[src/rtl/reg_seq_ctrl.sv]
// -----------------------------------------------------------------------------
// reg_seq_ctrl
// Small register-sequencing controller: accepts one 8-bit instruction at a
// time, reads a 4-entry external register group through rf_sr/rf_dr, computes
// an 8-bit result and writes it back with a single-cycle rf_we pulse.
//
// Sequence per instruction: IDLE -> DECODE -> EXEC (1+WAIT_CYCLES) -> WRITE.
// rf_we, done and err are flop outputs so the register group can capture them
// on the falling edge without seeing decode glitches.
//
// Optional feature: define REG_SEQ_FLAGS_EN to build registered zero/carry
// flags. Without it, flag_z and flag_c are constant 0 and no flag flops exist.
// -----------------------------------------------------------------------------
module reg_seq_ctrl #(
    parameter int unsigned WAIT_CYCLES = 0  // extra EXEC stall cycles, 0..3
) (
    input  logic       clk,
    input  logic       rst_n,
    input  logic       instr_valid,
    input  logic [7:0] instr,
    input  logic [7:0] imm,
    output logic       instr_ready,
    input  logic [7:0] s_in,
    input  logic [7:0] d_in,
    output logic       rf_we,
    output logic [1:0] rf_sr,
    output logic [1:0] rf_dr,
    output logic [7:0] rf_wdata,
    output logic       busy,
    output logic       done,
    output logic       err,
    output logic       flag_z,
    output logic       flag_c
);

    typedef enum logic [1:0] {
        S_IDLE,
        S_DECODE,
        S_EXEC,
        S_WRITE
    } state_e;

    localparam logic [1:0] WAIT_INIT = 2'(WAIT_CYCLES);

    state_e     state_q, state_d;
    logic [1:0] cnt_q, cnt_d;
    logic [7:0] instr_q;
    logic [7:0] imm_q;
    logic [7:0] result_q;
    logic       ready_q;
    logic       we_q;
    logic       done_q;
    logic       err_q;

    logic       accept;
    logic       exec_last;
    logic [3:0] opcode;
    logic       wr_op;
    logic       illegal_op;
    logic [7:0] alu_res;

    assign accept     = instr_valid & ready_q;
    assign opcode     = instr_q[7:4];
    assign wr_op      = (opcode != 4'h0) && (opcode <= 4'h8);
    assign illegal_op = (opcode > 4'h8);

    // Result datapath: combinational on the latched instruction and the
    // register group's read data (which follows rf_sr/rf_dr).
    // NOTE: every combinational output is given a default before the case so
    // no path leaves it unassigned, which would otherwise infer a latch.
    always_comb begin
        alu_res = 8'h00;
        unique case (opcode)
            4'h1:    alu_res = s_in;
            4'h2:    alu_res = d_in + s_in;
            4'h3:    alu_res = d_in - s_in;
            4'h4:    alu_res = d_in & s_in;
            4'h5:    alu_res = d_in | s_in;
            4'h6:    alu_res = ~s_in;
            4'h7:    alu_res = d_in + 8'h01;
            4'h8:    alu_res = imm_q;
            default: alu_res = 8'h00;
        endcase
    end

    // Sequencer next state and EXEC stall counter.
    always_comb begin
        state_d   = state_q;
        cnt_d     = cnt_q;
        exec_last = 1'b0;
        unique case (state_q)
            S_IDLE: begin
                if (accept) state_d = S_DECODE;
            end
            S_DECODE: begin
                state_d = S_EXEC;
                cnt_d   = WAIT_INIT;
            end
            S_EXEC: begin
                if (cnt_q == 2'd0) begin
                    exec_last = 1'b1;
                    state_d   = S_WRITE;
                end else begin
                    cnt_d = cnt_q - 2'd1;
                end
            end
            S_WRITE: begin
                state_d = S_IDLE;
            end
            default: state_d = S_IDLE;
        endcase
    end

    // State register and stall counter.
    // NOTE: clocked state uses non-blocking assignments so every flop samples
    // the pre-edge values regardless of statement or process ordering.
    always_ff @(posedge clk or negedge rst_n) begin
        if (!rst_n) begin
            state_q <= S_IDLE;
            cnt_q   <= 2'd0;
        end else begin
            state_q <= state_d;
            cnt_q   <= cnt_d;
        end
    end

    // Capture the instruction and immediate only on handshake, so later
    // changes on the bus cannot disturb the operation in flight.
    always_ff @(posedge clk or negedge rst_n) begin
        if (!rst_n) begin
            instr_q <= 8'h00;
            imm_q   <= 8'h00;
        end else if (accept) begin
            instr_q <= instr;
            imm_q   <= imm;
        end
    end

    // Result is frozen on the final EXEC cycle and presented during WRITE.
    always_ff @(posedge clk or negedge rst_n) begin
        if (!rst_n) begin
            result_q <= 8'h00;
        end else if (exec_last) begin
            result_q <= alu_res;
        end
    end

    // Registered handshake and strobe outputs. ready stays low through reset
    // and rises on the first edge after release; strobes are high only while
    // the sequencer sits in WRITE.
    always_ff @(posedge clk or negedge rst_n) begin
        if (!rst_n) begin
            ready_q <= 1'b0;
            we_q    <= 1'b0;
            done_q  <= 1'b0;
            err_q   <= 1'b0;
        end else begin
            ready_q <= (state_d == S_IDLE);
            we_q    <= exec_last & wr_op;
            done_q  <= exec_last;
            err_q   <= exec_last & illegal_op;
        end
    end

`ifdef REG_SEQ_FLAGS_EN
    logic alu_carry;
    logic flag_z_q;
    logic flag_c_q;

    // Carry out of ADD/INC, borrow for SUB, clear for every other operation.
    always_comb begin
        alu_carry = 1'b0;
        unique case (opcode)
            4'h2:    alu_carry = ({1'b0, d_in} + {1'b0, s_in}) > 9'h0FF;
            4'h3:    alu_carry = (d_in < s_in);
            4'h7:    alu_carry = (d_in == 8'hFF);
            default: alu_carry = 1'b0;
        endcase
    end

    // Flags load together with the write strobe and hold across NOP,
    // illegal opcodes and idle time.
    always_ff @(posedge clk or negedge rst_n) begin
        if (!rst_n) begin
            flag_z_q <= 1'b0;
            flag_c_q <= 1'b0;
        end else if (exec_last && wr_op) begin
            flag_z_q <= (alu_res == 8'h00);
            flag_c_q <= alu_carry;
        end
    end

    assign flag_z = flag_z_q;
    assign flag_c = flag_c_q;
`else
    assign flag_z = 1'b0;
    assign flag_c = 1'b0;
`endif

    assign instr_ready = ready_q;
    assign busy        = (state_q != S_IDLE);
    assign rf_sr       = (state_q == S_IDLE) ? 2'b00 : instr_q[1:0];
    assign rf_dr       = (state_q == S_IDLE) ? 2'b00 : instr_q[3:2];
    assign rf_we       = we_q;
    assign rf_wdata    = result_q;
    assign done        = done_q;
    assign err         = err_q;

endmodule

[config.mk]
export PLATFORM = sky130hd
export DESIGN_NAME = reg_seq_ctrl
export DESIGN_NICKNAME = d
export VERILOG_FILES = /design/src/rtl/reg_seq_ctrl.sv
export SDC_FILE = /design/constraint.sdc
export NUM_CORES = 1
export LEC_CHECK = 0
export BUFFER_PORTS_ARGS = -buffer_cell sky130_fd_sc_hd__buf_4
export CELL_PAD_IN_SITES_DETAIL_PLACEMENT = 1
export CELL_PAD_IN_SITES_GLOBAL_PLACEMENT = 1
export CORE_MARGIN = 1.5
export CORE_UTILIZATION = 36
export DETAILED_ROUTE_END_ITERATION = 10
export PLACE_DENSITY = 0.76
export REMOVE_ABC_BUFFERS = 1
export SETUP_SLACK_MARGIN = 0.2
export SKIP_CTS_REPAIR_TIMING = 1
export SLEW_MARGIN = 20
export SYNTH_ARGS = -nofsm -noshare
export SYNTH_HDL_FRONTEND = slang
export SYNTH_SLANG_ARGS = --single-unit
[constraint.sdc]
create_clock -name clk -period 2.2 [get_ports clk]
set_input_delay 0.11 -clock clk [delete_from_list [all_inputs] [get_ports clk]]
set_output_delay 0.11 -clock clk [all_outputs]
set_load 0.005 [all_outputs]
# Word-level counts from Yosys, hierarchy flattened
# Cells that the tools add are included.
op_classes:
  addsub: 4
  n_lt_le_gt_ge: 2
  eq_ne: 12
  mux: 10
  n_bitwise: 6
  n_reduce_logical: 8
op_table:
  columns: ["op", "count"]
  rows:
  - ["one-hot mux 8 bit (8 select lines)", 1]
  - ["equality test 4 x 3 -> 1 bit (second input constant)", 4]
  - ["two-way mux 2 bit", 5]
  - ["adder 8 x 1 -> 8 bit (second input constant)", 1]
  - ["adder 8 bit", 1]
  - ["bitwise AND 8 bit", 1]
  - ["equality test 4 x 2 -> 1 bit (second input constant)", 2]
  - ["inverter 8 bit", 1]
  - ["bitwise OR 8 bit", 1]
  - ["one-hot mux 2 bit (4 select lines)", 1]
  - ["subtractor 8 bit", 1]
  - ["zero test 2 bit", 3]
  - ["equality test 2 bit (second input constant)", 2]
  - ["equality test 4 x 1 -> 1 bit (second input constant)", 1]
  - ["equality test 4 bit (second input constant)", 1]
  - ["> comparator 4 bit (second input constant)", 1]
  - ["less-or-equal comparator 4 bit (second input constant)", 1]
  - ["one-hot mux 2 bit (2 select lines)", 1]
  - ["nonzero test 2 bit", 2]
  - ["nonzero test 4 bit", 1]
  - ["bitwise AND 1 bit", 3]
  - ["equality test 2 x 1 -> 1 bit (second input constant)", 1]
  - ["two-way mux 1 bit", 2]
  - ["!= test 2 bit (second input constant)", 1]
  - ["other kinds (3)", 3]
totals:
  ff_bits: 32
  inputBits: 35
  output_inout_bits: 19

# Depth between registers and ports, before layout
# Gate-level depths: netlist (run 1).
logic_depth:
  depth_word: 4
  depth_mapped: 12
  mapped_depth_nobuf: 12

# Worst setup path after synthesis (run 1)
# Ideal clock, no wire load.
synth_path:
  path_type: "register -> register"
  start: "register instr_q[7]"
  end: "register result_q[6] (netlist: rf_wdata[6])"
  setup_ps: 121
  t_arrival_ps: 2263
  t_required_ps: 2079
  slack_ps: -184
  stages_incl_launch_ff: 12
  path_buffers: 1
  synth_period_minus_slack_ps: 2384
  cell_sequence: "dfrtp_1 > clkbuf_1 > nor2b_1 > nand3b_1 > o31ai_1 > ha_1 > a21oi_1 > nand2_1 > a31oi_1 > xnor2_1 > a22o_1 > a22o_1"
synth_between:
  elab_chain_len: 2
  elab_cells_between_ends: 9
  classes_between: "eq/ne (8); mux (1)"
synth_rtl:
  columns: ["item", "line_no", "rtl"]
  rows:
  - ["start, declared", "47", "logic [7:0] instr_q;"]
  - ["start signal, assigned", "134", "instr_q <= instr;"]
  - ["equality test 4 bit, or another cell as far along", "73", "unique case (opcode)"]
  - ["one-hot mux 8 bit (8 select lines) *", "73", null]
  - ["end signal, assigned", "144", "result_q <= alu_res;"]
  - ["end, declared", "49", "logic [7:0] result_q;"]
# Every way passes the cells marked *; elsewhere a longest branch is shown, timed or not.
# A chain may end at the register's enable or synchronous reset.

# Worst setup path in the final report (run 1)
layout_path:
  start: "register instr_q[5]"
  end: "register result_q[6] (netlist: rf_wdata[6])"
# The elaborated chain is that of the path after synthesis.

==> flow_summary.ini, run 1 <==
[floorplanning]
initial_core_util_pct = 36.9
die_h_um = 80.7
core-area_mm2 = 0.00589
std_cell_rows = 28
die_w_um = 80.7
io_pins = 54
die_area_mm2 = 0.00652

[timing]
max_freq_ghz = 0.395
drv_slew = 0
hold_viol_final = 0
tightest_slew_ns = 0.777
min_period_ns = 2.53
clock_skew_ns = 0.00676
period_share_pct = 115
relSlewSlack_pct = 48.0
rsz0062_at_grt = yes
fin_ws_ns = -0.329
setup_violations = 6

[placed_design]
port_buffers = 51
dp_hpwl_mm = 4.98
gp_congestion = 0.809
pre_cts_ws_ns = -0.524

[flow_run]
cap_viol_max_count = 0

[clocking]
h-tree-depth = 2
cts_root_buf = clkbuf_8
cts_sinks = 32
cts_tree = built
numCtsBuffers = 5
clkTransAtPathRegs_ns = 0.06
worstSkewPairLatency_ns = 0.28
clockBufferDepth = 2

[critical_path]
worstPathMaxFanout = 5
critPathRequiredTime_ns = 2.37
end_kind = register
path_class = register to register
critPathArrivalTime_ns = 2.70
cp-start-kind = register

[synthesis]
synth_top_area_share_pct = 36.8
synth_ff_type = dfrtp_1
synth-seq-cells = 32
syn_inst = 231
synthArstFlopShare_pct = 100
yosysTopAreaCell = dfrtp_1
synth_edf_count = 0
yosysWarnings = 0
synth_cell_types = 44
synth_area_leaders = dfrtp_1 (37%), mux2_2 (8.3%), ha_1 (8.1%)
synth_area_mm2 = 0.00217
seq_area_frac_synth_pct = 36.8
syn_avg_cell_area_um2 = 9.41

[route]
detail_route.first_pass.iterations = 4
vias_per_cell = 5.29
post_drt_wl_per_cell_um = 16.6
drtIter0Drc = 86
antenna_left = 0
finalWirelength_mm = 6.41
drc = 0
vias = 2043

[grt]
antenna_found_initial = 0
grt_usage_pct = 20.2
grt_overflow = 0
grt_pass1_vias = 2149
grt_max_degree = 33
grt_pass1_wl_mm = 9.99

[power_and_ir_drop]
p_leak_nw = 1.41
pwr-share-clk_pct = 12.9
vdd_ir_drop_max_mv = 0.656
pwr-share-comb_pct = 60.2
p_int_mw = 2.21
powerDensity_mw_per_mm2 = 1220
swShare_pct = 40.1
power_frac_seq_pct = 26.9
p_sw_mw = 1.48

[hold_path]
min_path_type = input pin to register

[layout]
multi_input_area_mm2 = 0.00134
num-nets-final = 361
utilization_pct = 51.3
area_growth_pct = 38.9
n_antenna_cell = 0
fill_cells = 699
seqCellArea_um2 = 801
drive_gt1_share_pct = 40.5

[run_status]
status = complete, but fails checks
violations = negative setup slack
## worst max-delay path, stage by stage (launching register included)
cell and delay, ns:
dfrtp_1 0.41, nor2b_4 0.18, nand3b_1 0.20, buf_4 0.21, o31ai_2 0.29, ha_1 0.32
a21oi_2 0.14, nand2_2 0.10, a31oi_4 0.13, xnor2_1 0.08, a22o_1 0.17, a22o_1 0.19
## kinds of logic (layout without fill, tap and decap cells)
| logic type | count (synthesis) | count (layout) | synth area share (%) |
|---|---|---|---|
| adders and majority gates | 18 | 18 | 10.4 |
| muxes | 18 | 18 | 9.21 |
| other | 1 | 2 | 0.172 |
| and+or+nand+nor | 60 | 60 | 14.1 |
| buffers and inverters | 27 | 106 | 5.41 |
| AOI/OAI and AO/OA | 67 | 67 | 20.7 |
| DFF | 32 | 32 | 36.8 |
| xor gates and xnor gates | 8 | 8 | 3.22 |
## state kept, by name, summed over array words and instances (netlist names), 2 cells and up
signal / flops
instr_q: 8
state_q: 2
imm_q: 8
cnt_q: 2
rf_wdata: 8
## through the flow
| step | hold slack [ns] | instance area (um^2) | instances | TNS [ns] | total power, mW |
|---|---|---|---|---|---|
| 3_5_place_dp | 0.0705 | 2810 | 375 | -2.14 | 3.05 |
| 4_1_cts | -0.227 | 2910 | 382 | -2.20 | 3.54 |
| 3_3_place_gp | 0.0724 | 2810 | 375 | -1.40 | 2.97 |
| 6_report | 0.0614 | 3020 | 386 | -1.60 | 3.68 |
| 2_1_floorplan | -0.186 | 2120 | 220 | -1.23 | 2.13 |
| 5_1_grt | 0.0563 | 3020 | 386 | -2.28 | 3.96 |
## area by class of cell
cell class	count	share of cell area [%]
Multi-Input combinational cell	173	44.2
Sequential cell	32	26.5
Timing Repair Buffer	84	21.0
Clock buffer	7	3.19
Tap cell	75	3.11
Inverter	15	1.99
## layer usage
layer  GRT usage, %  vias up  part of all wire (%)
met5              0        -                     0
met4           4.66        0                   1.4
met3           3.86       10                   2.9
met2           36.0       44                    52
met1           25.2      997                    44
li1               -      992                     -
## power groups by stage
stage / Clock (mW) / Combinational (mW) / Sequential, mW
6_report: 0.475 / 2.22 / 0.992
5_1_grt: 0.509 / 2.43 / 1.02
4_1_cts: 0.487 / 2.07 / 0.987
3_5_place_dp: 0 / 2.06 / 0.998
3_3_place_gp: 0 / 1.99 / 0.982
2_1_floorplan: 0 / 1.09 / 1.04
## path summary, 6_finish.rpt
path | start | depth (start not counted) | slack, ns | to
setup / recovery | instr_q[5] | 11 | -0.33 | rf_wdata[6]
hold / removal | imm[0] | 2 | 0.06 | imm_q[0]
setup reg to reg | instr_q[5] | 11 | -0.33 | rf_wdata[6]
hold reg to reg | instr_q[3] | 1 | 0.50 | instr_q[3]
max in group asynchronous | rst_n | 2 | 1.59 | instr_q[2]
min in group asynchronous | rst_n | 2 | 0.31 | imm_q[6]
## layout by cell type (no fill, tap or decap), drive strengths merged, types with 7 or more instances in the layout
cell type and count:
buf 83, dfrtp 32, nand2 19, o21ai 18, mux2 16, inv 14
ha 14, nor2 12, a21oi 12, nor2b 8, nand3 7, clkbuf 7
## synthesized netlist by cell type, types with 2 or more instances
cell type,n
dfrtp_1,32
nand2_1,19
o21ai_0,17
mux2_2,16
ha_1,14
inv_1,14
a21oi_1,12
nor2_1,12
clkbuf_1,8
nor2b_1,8
nand3_1,7
a22o_1,6
o31ai_1,6
a32oi_1,5
a31oi_1,4
xnor2_1,4
xor2_1,4
a22oi_1,3
maj3_1,3
nand3b_1,3
nor3_1,3
nor3b_1,3
buf_4,2
mux2i_1,2
nand2b_1,2
o211ai_1,2
o221ai_1,2
o22ai_1,2
Note: power is estimated with default switching activity, not from simulation.
==> run 2, diff against run 1 <==
--- a/config.mk
+++ b/config.mk
@@ -9,9 +9,9 @@
 export CELL_PAD_IN_SITES_DETAIL_PLACEMENT = 1
 export CELL_PAD_IN_SITES_GLOBAL_PLACEMENT = 1
 export CORE_MARGIN = 1.5
-export CORE_UTILIZATION = 36
+export CORE_UTILIZATION = 40
 export DETAILED_ROUTE_END_ITERATION = 10
-export PLACE_DENSITY = 0.76
+export PLACE_DENSITY = 0.8
 export REMOVE_ABC_BUFFERS = 1
 export SETUP_SLACK_MARGIN = 0.2
 export SKIP_CTS_REPAIR_TIMING = 1
==> constraint.sdc (replaced) <==
create_clock -name clk -period 2.7 [get_ports clk]
set_input_delay 0.135 -clock clk [delete_from_list [all_inputs] [get_ports clk]]
set_output_delay 0.135 -clock clk [all_outputs]
set_load 0.005 [all_outputs]
==> run 2 against run 1 <==
  * The run now ends clean
  * Sequential share of layout area up 1.1 points
  * Wire length up 0.45%
  * First-iteration DRC count down 29%
  * Critical path type unchanged
==> flow_summary.ini, run 2 (synthesized netlist as in run 1, its figures left out) <==
[route]
drc = 0
vias_per_cell = 5.64
antenna_left = 0
vias = 2066
finalWirelength_mm = 6.44
drtIter0Drc = 61
post_drt_wl_per_cell_um = 17.6
detail_route.first_pass.iterations = 4

[clocking]
clockBufferDepth = 2
cts_tree = built
numCtsBuffers = 5
cts_root_buf = clkbuf_8
worstSkewPairLatency_ns = 0.28
cts_sinks = 32
clkTransAtPathRegs_ns = 0.07
h-tree-depth = 2

[placed_design]
port_buffers = 51
gp_congestion = 0.873
dp.cells = 351
pre_cts_ws_ns = 0.132
placed_area_mm2 = 0.00266
dp_hpwl_mm = 4.65

[critical_path]
worstPathMaxFanout = 5
critPathArrivalTime_ns = 2.78
cp_slowest_cell = dfrtp_1
crit_buf_inv = 0
cp_top_family = compound AO/OA/AOI/OAI gates
r2r-start = instr_q[7]
r2r_slack_ns = 0.1
slowest_delay_ns = 0.43
path_class = register to register
r2r-end = rf_wdata[6]
crit_path_frequent_cell = a22o_1
worstPathCellList = nor2b_4, nand3b_1, o211ai_1, o31ai_2, ha_1, nand3_1, nand2_1, a31oi_4, xnor2_1, a22o_1, a22o_1
end_kind = register
rr_worst_depth = 11
critPathRequiredTime_ns = 2.87
cp-start-kind = register

[floorplanning]
die_w_um = 76.7
initial_core_util_pct = 42.0
std_cell_rows = 26
io_pins = 54
die_h_um = 76.7
die_area_mm2 = 0.00589
core-area_mm2 = 0.00517

[hold_path]
min_path_type = input pin to register
min_to = imm_q[3]
holdPathStages = 2
hold_path_startpoint = imm[3]

[power_and_ir_drop]
p_leak_nw = 1.34
powerDensity_mw_per_mm2 = 1020
vdd_ir_drop_max_mv = 0.582

[grt]
grt_max_degree = 33
grt_usage_pct = 22.0
antenna_found_initial = 0
grt_overflow = 0
grt_pass1_wl_mm = 10.3
grt_pass1_vias = 2160

[timing]
max_freq_ghz = 0.384
setup_tns_ns = 0
relSlewSlack_pct = 50.8
period_share_pct = 96.4
hold_viol_final = 0
min_period_ns = 2.60
rsz0062_at_grt = yes
tightest_slew_ns = 0.736
drv_slew = 0
setup_violations = 0
fin_ws_ns = 0.0967
clock_skew_ns = 0.00827

[layout]
drive_gt1_share_pct = 36.5
n_antenna_cell = 0
fin_area_mm2 = 0.00290
num-nets-final = 346
final_cell_count_no_fill = 366
layout.cells.most_common = buf_4
area_growth_pct = 33.2
most-common-layout-cells = buf_4 (67), dfrtp_1 (32), nand2_1 (19)
fill_cells = 615

[run_status]
status = finished, final reports clean

[flow_run]
cap_viol_max_count = 0
## run 2: metrics by stage
stage          utilization (%)  hold WS (ns)  total power, mW
3_5_place_dp              51.5        0.0958             2.38
3_3_place_gp              51.5        0.0899             2.32
5_1_grt                   56.0        0.0710             3.19
6_report                  56.0        0.0762             2.94
2_1_floorplan                -        -0.161             1.74
4_1_cts                   53.3        -0.205             2.79
## run 2: how the worst max path moves through the flow
stage | from | endpoint | slack, ns | depth (start not counted)
3_3_place_gp | instr_q[5] | rf_wdata[2] | 0.16 | 10
3_5_place_dp | instr_q[5] | rf_wdata[2] | 0.13 | 10
2_1_floorplan | instr_q[5] | rf_wdata[6] | 0.20 | 10
5_1_grt | instr_q[5] | rf_wdata[7] | 0.001 | 11
6_report | instr_q[7] | rf_wdata[6] | 0.1 | 11
4_1_cts | instr_q[5] | rf_wdata[2] | 0.07 | 10
## run 2: power by group
group	leakage (nW)	total (mW)	internal, mW	switching, mW
sequential	0.400	0.809	0.677	0.132
clock	0.0503	0.396	0.227	0.170
combinational	0.886	1.74	0.835	0.904
## run 2: layer usage
layer	track usage, %	vias to the layer above	part of all wire [%]
li1	-	962	-
met1	26.7	1030	41
met2	38.2	56	52
met3	4.52	18	4.4
met4	8.33	0	2.4
met5	0	-	0
## run 2: area by class of cell
cell class              instances  area [um^2]  share of cell area, %
clock buffers                   7         96.3                   3.33
inverters                      15         56.3                   1.94
multi-input cells             173         1330                   46.0
flip-flops and latches         32          801                   27.6
well taps                      70         87.6                   3.02
repair buffers                 69          524                   18.1
